[config.mk]
export PLATFORM = sky130hd
export DESIGN_NAME = e_md_ctrl
export DESIGN_NICKNAME = d
export VERILOG_FILES = /design/src/rtl/e_md_ctrl.sv
export SDC_FILE = /design/constraint.sdc
export NUM_CORES = 1
export LEC_CHECK = 0
export BUFFER_PORTS_ARGS = -buffer_cell sky130_fd_sc_hd__buf_4
export CORE_ASPECT_RATIO = 0.6
export CORE_MARGIN = 3
export CORE_UTILIZATION = 30
export CTS_CLUSTER_DIAMETER = 80
export CTS_CLUSTER_SIZE = 16
export DETAILED_ROUTE_END_ITERATION = 12
export SLEW_MARGIN = 10
export SYNTH_ARGS = -nofsm -noshare
export SYNTH_HDL_FRONTEND = slang
export SYNTH_SLANG_ARGS = --single-unit
export TNS_END_PERCENT = 1
[constraint.sdc]
create_clock -name Clk -period 2.7 [get_ports Clk]
set_input_delay 0.27 -clock Clk [delete_from_list [all_inputs] [get_ports Clk]]
set_output_delay 0.27 -clock Clk [all_outputs]
set_load 0.005 [all_outputs]
[src/rtl/e_md_ctrl.sv]
// e_md_ctrl: E-stage sequencer for the multiply/divide unit.
//   Accepts md-class ops from E, latches op/operands for the arithmetic core,
//   counts the fixed latency, then commits core HI/LO to the HI/LO block.
//   Also handles mthi/mtlo writes and the D-stage stall for md-class ops.
// Optional feature: define MD_STALL_CNT_EN to add the stall_cycles counter port.
// Ports:
//   Clk, Rst          clock, synchronous active-high reset
//   Req               flush of the E-stage instruction this cycle
//   e_valid, e_op     E-stage instruction valid / md op code (0..8, others none)
//   rs_val, rt_val    forwarded operands
//   d_is_md           D-stage instruction is md-class
//   core_hi, core_lo  core results for the latched op/operands
//   core_op/a/b       latched op (0 mult,1 multu,2 div,3 divu) and operands
//   busy              unit is running an op
//   stall             D-stage stall (combinational)
//   hi_we/lo_we, hi_wdata/lo_wdata  HI/LO write port (combinational)
//   stall_cycles      (MD_STALL_CNT_EN only) count of stalled cycles
module e_md_ctrl #(
   parameter int unsigned MULT_LAT = 5,
   parameter int unsigned DIV_LAT  = 10
) (
   input  logic        Clk,
   input  logic        Rst,
   input  logic        Req,
   input  logic        e_valid,
   input  logic [3:0]  e_op,
   input  logic [31:0] rs_val,
   input  logic [31:0] rt_val,
   input  logic        d_is_md,
   input  logic [31:0] core_hi,
   input  logic [31:0] core_lo,
   output logic [1:0]  core_op,
   output logic [31:0] core_a,
   output logic [31:0] core_b,
   output logic        busy,
   output logic        stall,
   output logic        hi_we,
   output logic        lo_we,
   output logic [31:0] hi_wdata,
   output logic [31:0] lo_wdata
`ifdef MD_STALL_CNT_EN
   ,
   output logic [31:0] stall_cycles
`endif
);

   localparam int unsigned MAX_LAT = (MULT_LAT > DIV_LAT) ? MULT_LAT : DIV_LAT;
   localparam int unsigned CNT_W   = $clog2(MAX_LAT) + 1;

   localparam logic [3:0] OP_MULT = 4'd1;
   localparam logic [3:0] OP_DIVU = 4'd4;
   localparam logic [3:0] OP_MTHI = 4'd7;
   localparam logic [3:0] OP_MTLO = 4'd8;

   typedef enum logic {
      IDLE = 1'b0,
      RUN  = 1'b1
   } state_t;

   state_t            state_q, state_d;
   logic [CNT_W-1:0]  cnt_q, cnt_d;
   logic [1:0]        core_op_q, core_op_d;
   logic [31:0]       core_a_q, core_a_d;
   logic [31:0]       core_b_q, core_b_d;
   logic              issue;
   logic              start;
   logic              is_mult;

   // Issue/start qualification and next-state/HI-LO write decode
   always_comb begin
      state_d   = state_q;
      cnt_d     = cnt_q;
      core_op_d = core_op_q;
      core_a_d  = core_a_q;
      core_b_d  = core_b_q;
      hi_we     = 1'b0;
      lo_we     = 1'b0;
      hi_wdata  = '0;
      lo_wdata  = '0;

      issue   = e_valid & ~Req & (state_q == IDLE);
      start   = issue & (e_op >= OP_MULT) & (e_op <= OP_DIVU);
      is_mult = (e_op <= 4'd2);

      case (state_q)
         IDLE: begin
            if (start) begin
               state_d   = RUN;
               core_op_d = 2'(e_op - 4'd1);
               core_a_d  = rs_val;
               core_b_d  = rt_val;
               // cnt holds cycles remaining before the commit cycle
               cnt_d     = is_mult ? CNT_W'(MULT_LAT - 1) : CNT_W'(DIV_LAT - 1);
            end
            if (issue && (e_op == OP_MTHI)) begin
               hi_we    = 1'b1;
               hi_wdata = rs_val;
            end
            if (issue && (e_op == OP_MTLO)) begin
               lo_we    = 1'b1;
               lo_wdata = rs_val;
            end
         end
         RUN: begin
            if (cnt_q == '0) begin
               // Commit cycle: core results written on the closing edge
               state_d  = IDLE;
               hi_we    = 1'b1;
               lo_we    = 1'b1;
               hi_wdata = core_hi;
               lo_wdata = core_lo;
            end else begin
               cnt_d = cnt_q - CNT_W'(1);
            end
         end
         default: state_d = IDLE;
      endcase
   end

   // State and latched-operand registers
   always_ff @(posedge Clk) begin
      if (Rst) begin
         state_q   <= IDLE;
         cnt_q     <= '0;
         core_op_q <= '0;
         core_a_q  <= '0;
         core_b_q  <= '0;
      end else begin
         state_q   <= state_d;
         cnt_q     <= cnt_d;
         core_op_q <= core_op_d;
         core_a_q  <= core_a_d;
         core_b_q  <= core_b_d;
      end
   end

   assign core_op = core_op_q;
   assign core_a  = core_a_q;
   assign core_b  = core_b_q;
   assign busy    = (state_q == RUN);
   // Stall covers the accept cycle and every RUN cycle
   assign stall   = d_is_md & (busy | start);

`ifdef MD_STALL_CNT_EN
   logic [31:0] stall_cycles_q, stall_cycles_d;

   // Free-running stalled-cycle counter, wraps naturally
   always_comb begin
      stall_cycles_d = stall_cycles_q;
      if (stall) stall_cycles_d = stall_cycles_q + 32'd1;
   end

   always_ff @(posedge Clk) begin
      if (Rst) stall_cycles_q <= '0;
      else     stall_cycles_q <= stall_cycles_d;
   end

   assign stall_cycles = stall_cycles_q;
`endif

endmodule
==> out/summary.md <==
Cells and area
* 814 — nets@finish
* buf_4 — most common cell after layout, fill and taps aside
* 0.455 — layout cells sized above 1
* 1007 — filler cell count
* buf_4, nand2_1, dfxtp_1 — top library cells by usage in the layout, fill and taps aside
* 73.2% — synthesis-to-layout area growth
* 0 — antenna diode instance count

STA
* 2.53 ns — fin crit period
* 0.601 — Slew HR
* no — RSZ-0062 raised after global routing
* 0.598 ns — worst slew pin tran
* 0.938 — final period utilization
* 0 — Final Setup Violations
* 0.00799 ns — Layout Skew
* 0 — number of pins exceeding their max-slew limit in the final report
* 0 — count of endpoints failing hold in the final timing report
* 0.395 GHz — achievable frequency
* 0 ns — setup TNS

Critical path
* 1 — number of buffer and inverter stages on the critical path
* 2.26 ns — arrival time at the worst endpoint
* 30 — CP Max Fanout
* output pin — category of the worst setup path capture point
* 0.63 ns — delay of the slowest cell on the worst path
* busy — FF-to-FF Start
* simple AND/OR/NAND/NOR gates — CP top delay family
* or4b_4, or3_4, a21boi_2, buf_4 — critical-path cell list
* or4b_4 — cell with the biggest individual delay on the critical path
* cnt_q[3] — endpoint of the worst register-to-register path
* flop to output pin — Critical Setup Path Class
* flop — Startpoint Class
* stall — end point of the critical path
* 0.51 ns — r2r setup slk
* 5 — cells on worst reg2reg path
* busy — worst setup path start
* 2.43 ns — Crit path required time
* 4 — cell depth of the worst setup path

Pwr
* 0.458 — Clk pwr share
* 0.401 — part of the total power dissipated in sequential elements
* 2.69 nW — LEAKAGE
* 0.609 mW — Sw Pwr
* 0.141 — combinational group share of total power
* 2.15 mW — internal power
* 2.76 mW — Pwr Total
* 0.000291 V — Peak supply drop
* 476 nW/µm² — power per unit of standard cell area
* 0.220 — Net Sw Frac

Synthesis
* 417 — Post-Synthesis Cells
* 0 — yosys warns
* 72 — number of register bits inferred by synthesis
* 559 — Synth Net Count
* 3350 µm² — Post-Synthesis Cell Area
* 32 — count of unique library cells instantiated by Yosys
* 8.04 µm² — mean area per synthesized cell
* 0.430 — sequential element share of the synthesized area

Floorplan
* 12500 µm² — die footprint
* 271 — number of placed I/O pins
* 87.9 µm — vertical extent of the die
* 10700 µm² — core area
* 142 µm — die width
* 29 — Core Rows
* 0.312 — Initial Utilization

Placed design
* 9950 µm — sum of net half-perimeters after detailed placement
* 0.778 — final weighted congestion in routability-driven placement
* 270 — count of input and output buffers

Drt
* 15.8 µm — WL/cell
* 153 — initial drt markers
* 0 — post-route antenna net violation count
* 4 — Initial DRT Pass Iterations
* 3959 — total number of vias
* 4.85 — via-per-instance ratio
* 0 — count of unresolved DRC violations after routing
* 12900 µm — final routed wirelength across all metal layers

Clock network
* 0 — cts hold-fix bufs
* 0 — Post-CTS Repair Setup Buffers
* 2 — maximum root-to-sink buffer count
* 3 — H-tree depth reported by CTS
* 0.33 ns — source-to-sink clock delay at the later pin of the worst-skew pair
* clkbuf_16 — CTS root buffer
* 0.06 ns — clock-pin slew reported for the worst setup and hold paths after clock tree synthesis
* 0 — CTS resizes
* 9 — TritonCTS buffer count
* 72 — sink count of the clock tree
* built — TritonCTS clock tree

Global routing
* 19300 µm — first-pass GRT wire length
* 0.193 — global-route usage over all layers
* 0 — number of antenna violations at the first check in global routing
* 3730 — via count of the first global-routing pass
* 54 — pin count of the biggest net entering global routing
* 0 — final global-route overflow total

Run
* 0 — max-cap check violation count

Outcome
* complete, no violations — outcome

Worst hold path
* input port to flop — class of the tightest hold or removal check

[stage by stage]
step	cells	cell area [µm²]	setup slack, ns	util	hold slack (ns)
floorplan	417	3350	0.584	-	0.366
global placement	800	5480	0.439	0.510	0.444
detailed placement	800	5480	0.472	0.510	0.447
CTS	816	5800	0.0851	0.540	0.143
global route	816	5810	0.0512	0.541	0.152
finish	816	5810	0.168	0.541	0.157
[cell families (layout without fill, tap and decap cells)]
kind of cell	Yosys count	count (layout)	synth area share
adders and majority gates	5	5	0.0187
DFF	72	72	0.430
AOI/OAI and AO/OA	142	142	0.296
buffers and inverters	43	303	0.0631
and+or+nand+nor	155	155	0.193
[how the worst min path moves through the flow]
stage,end,cells past startpoint,slack (ns),startpoint
2_1_floorplan,core_op[0],1,0.37,e_op[0]
3_3_place_gp,core_a[30],2,0.44,core_a[30]
3_5_place_dp,core_a[16],2,0.45,core_a[16]
4_1_cts,core_op[0],2,0.14,e_op[0]
5_1_grt,core_op[0],2,0.15,e_op[0]
6_report,core_op[0],2,0.16,e_op[0]
[cells in the mapped netlist (all sizes together)]
library cell	n	area, µm²
inv	7	26.3
a22o	64	561
nor2b	1	6.26
nand2	130	488
nor3	1	16.3
a221oi	1	8.76
nor2	11	41.3
or2	2	12.5
nand2b	1	6.26
ha	5	62.6
clkbuf	16	60.1
or3	1	11.3
nor3b	1	7.51
nor4b	1	8.76
and3	1	6.26
a21oi	66	330
a211oi	4	30.0
a31o	1	8.76
a21boi	1	11.3
nand3	1	5.00
nor4	1	6.26
or4b	2	23.8
dfxtp	72	1440
a31oi	1	6.26
and2	1	6.26
a32o	1	10.0
o21ai	2	10.0
o32ai	1	16.3
buf	20	125
[registers in the layout, indices dropped and copies added (netlist names)]
register	flops
core_op	2
core_b	32
busy	1
cnt_q	5
core_a	32
[power by group through the flow]
| stage | clock, mW | combinational, mW | sequential, mW |
|---|---|---|---|
| floorplan | 0 | 0.122 | 1.13 |
| global placement | 0 | 0.386 | 1.13 |
| detailed placement | 0 | 0.391 | 1.13 |
| CTS | 1.31 | 0.391 | 1.11 |
| global route | 1.35 | 0.426 | 1.11 |
| finish | 1.27 | 0.389 | 1.11 |
[per-layer routing]
layer	global-route usage	wire length (µm)	up-vias
met3	0.0649	1040	8
met4	0.0449	64	0
li1	-	-	1968
met1	0.250	5730	1845
met5	0	0	-
met2	0.315	6050	138
[area by class of cell]
class | instances | area [µm²] | area share
clock buffer | 11 | 243 | 0.0418
tap | 139 | 174 | 0.0300
timing repair buffer | 280 | 2130 | 0.366
sequential | 72 | 1440 | 0.248
inverter | 7 | 26.3 | 0.00452
multi-input combinational | 302 | 1720 | 0.296
clock inverter | 5 | 78.8 | 0.0136
No activity file was read; power rests on OpenSTA's default activity.
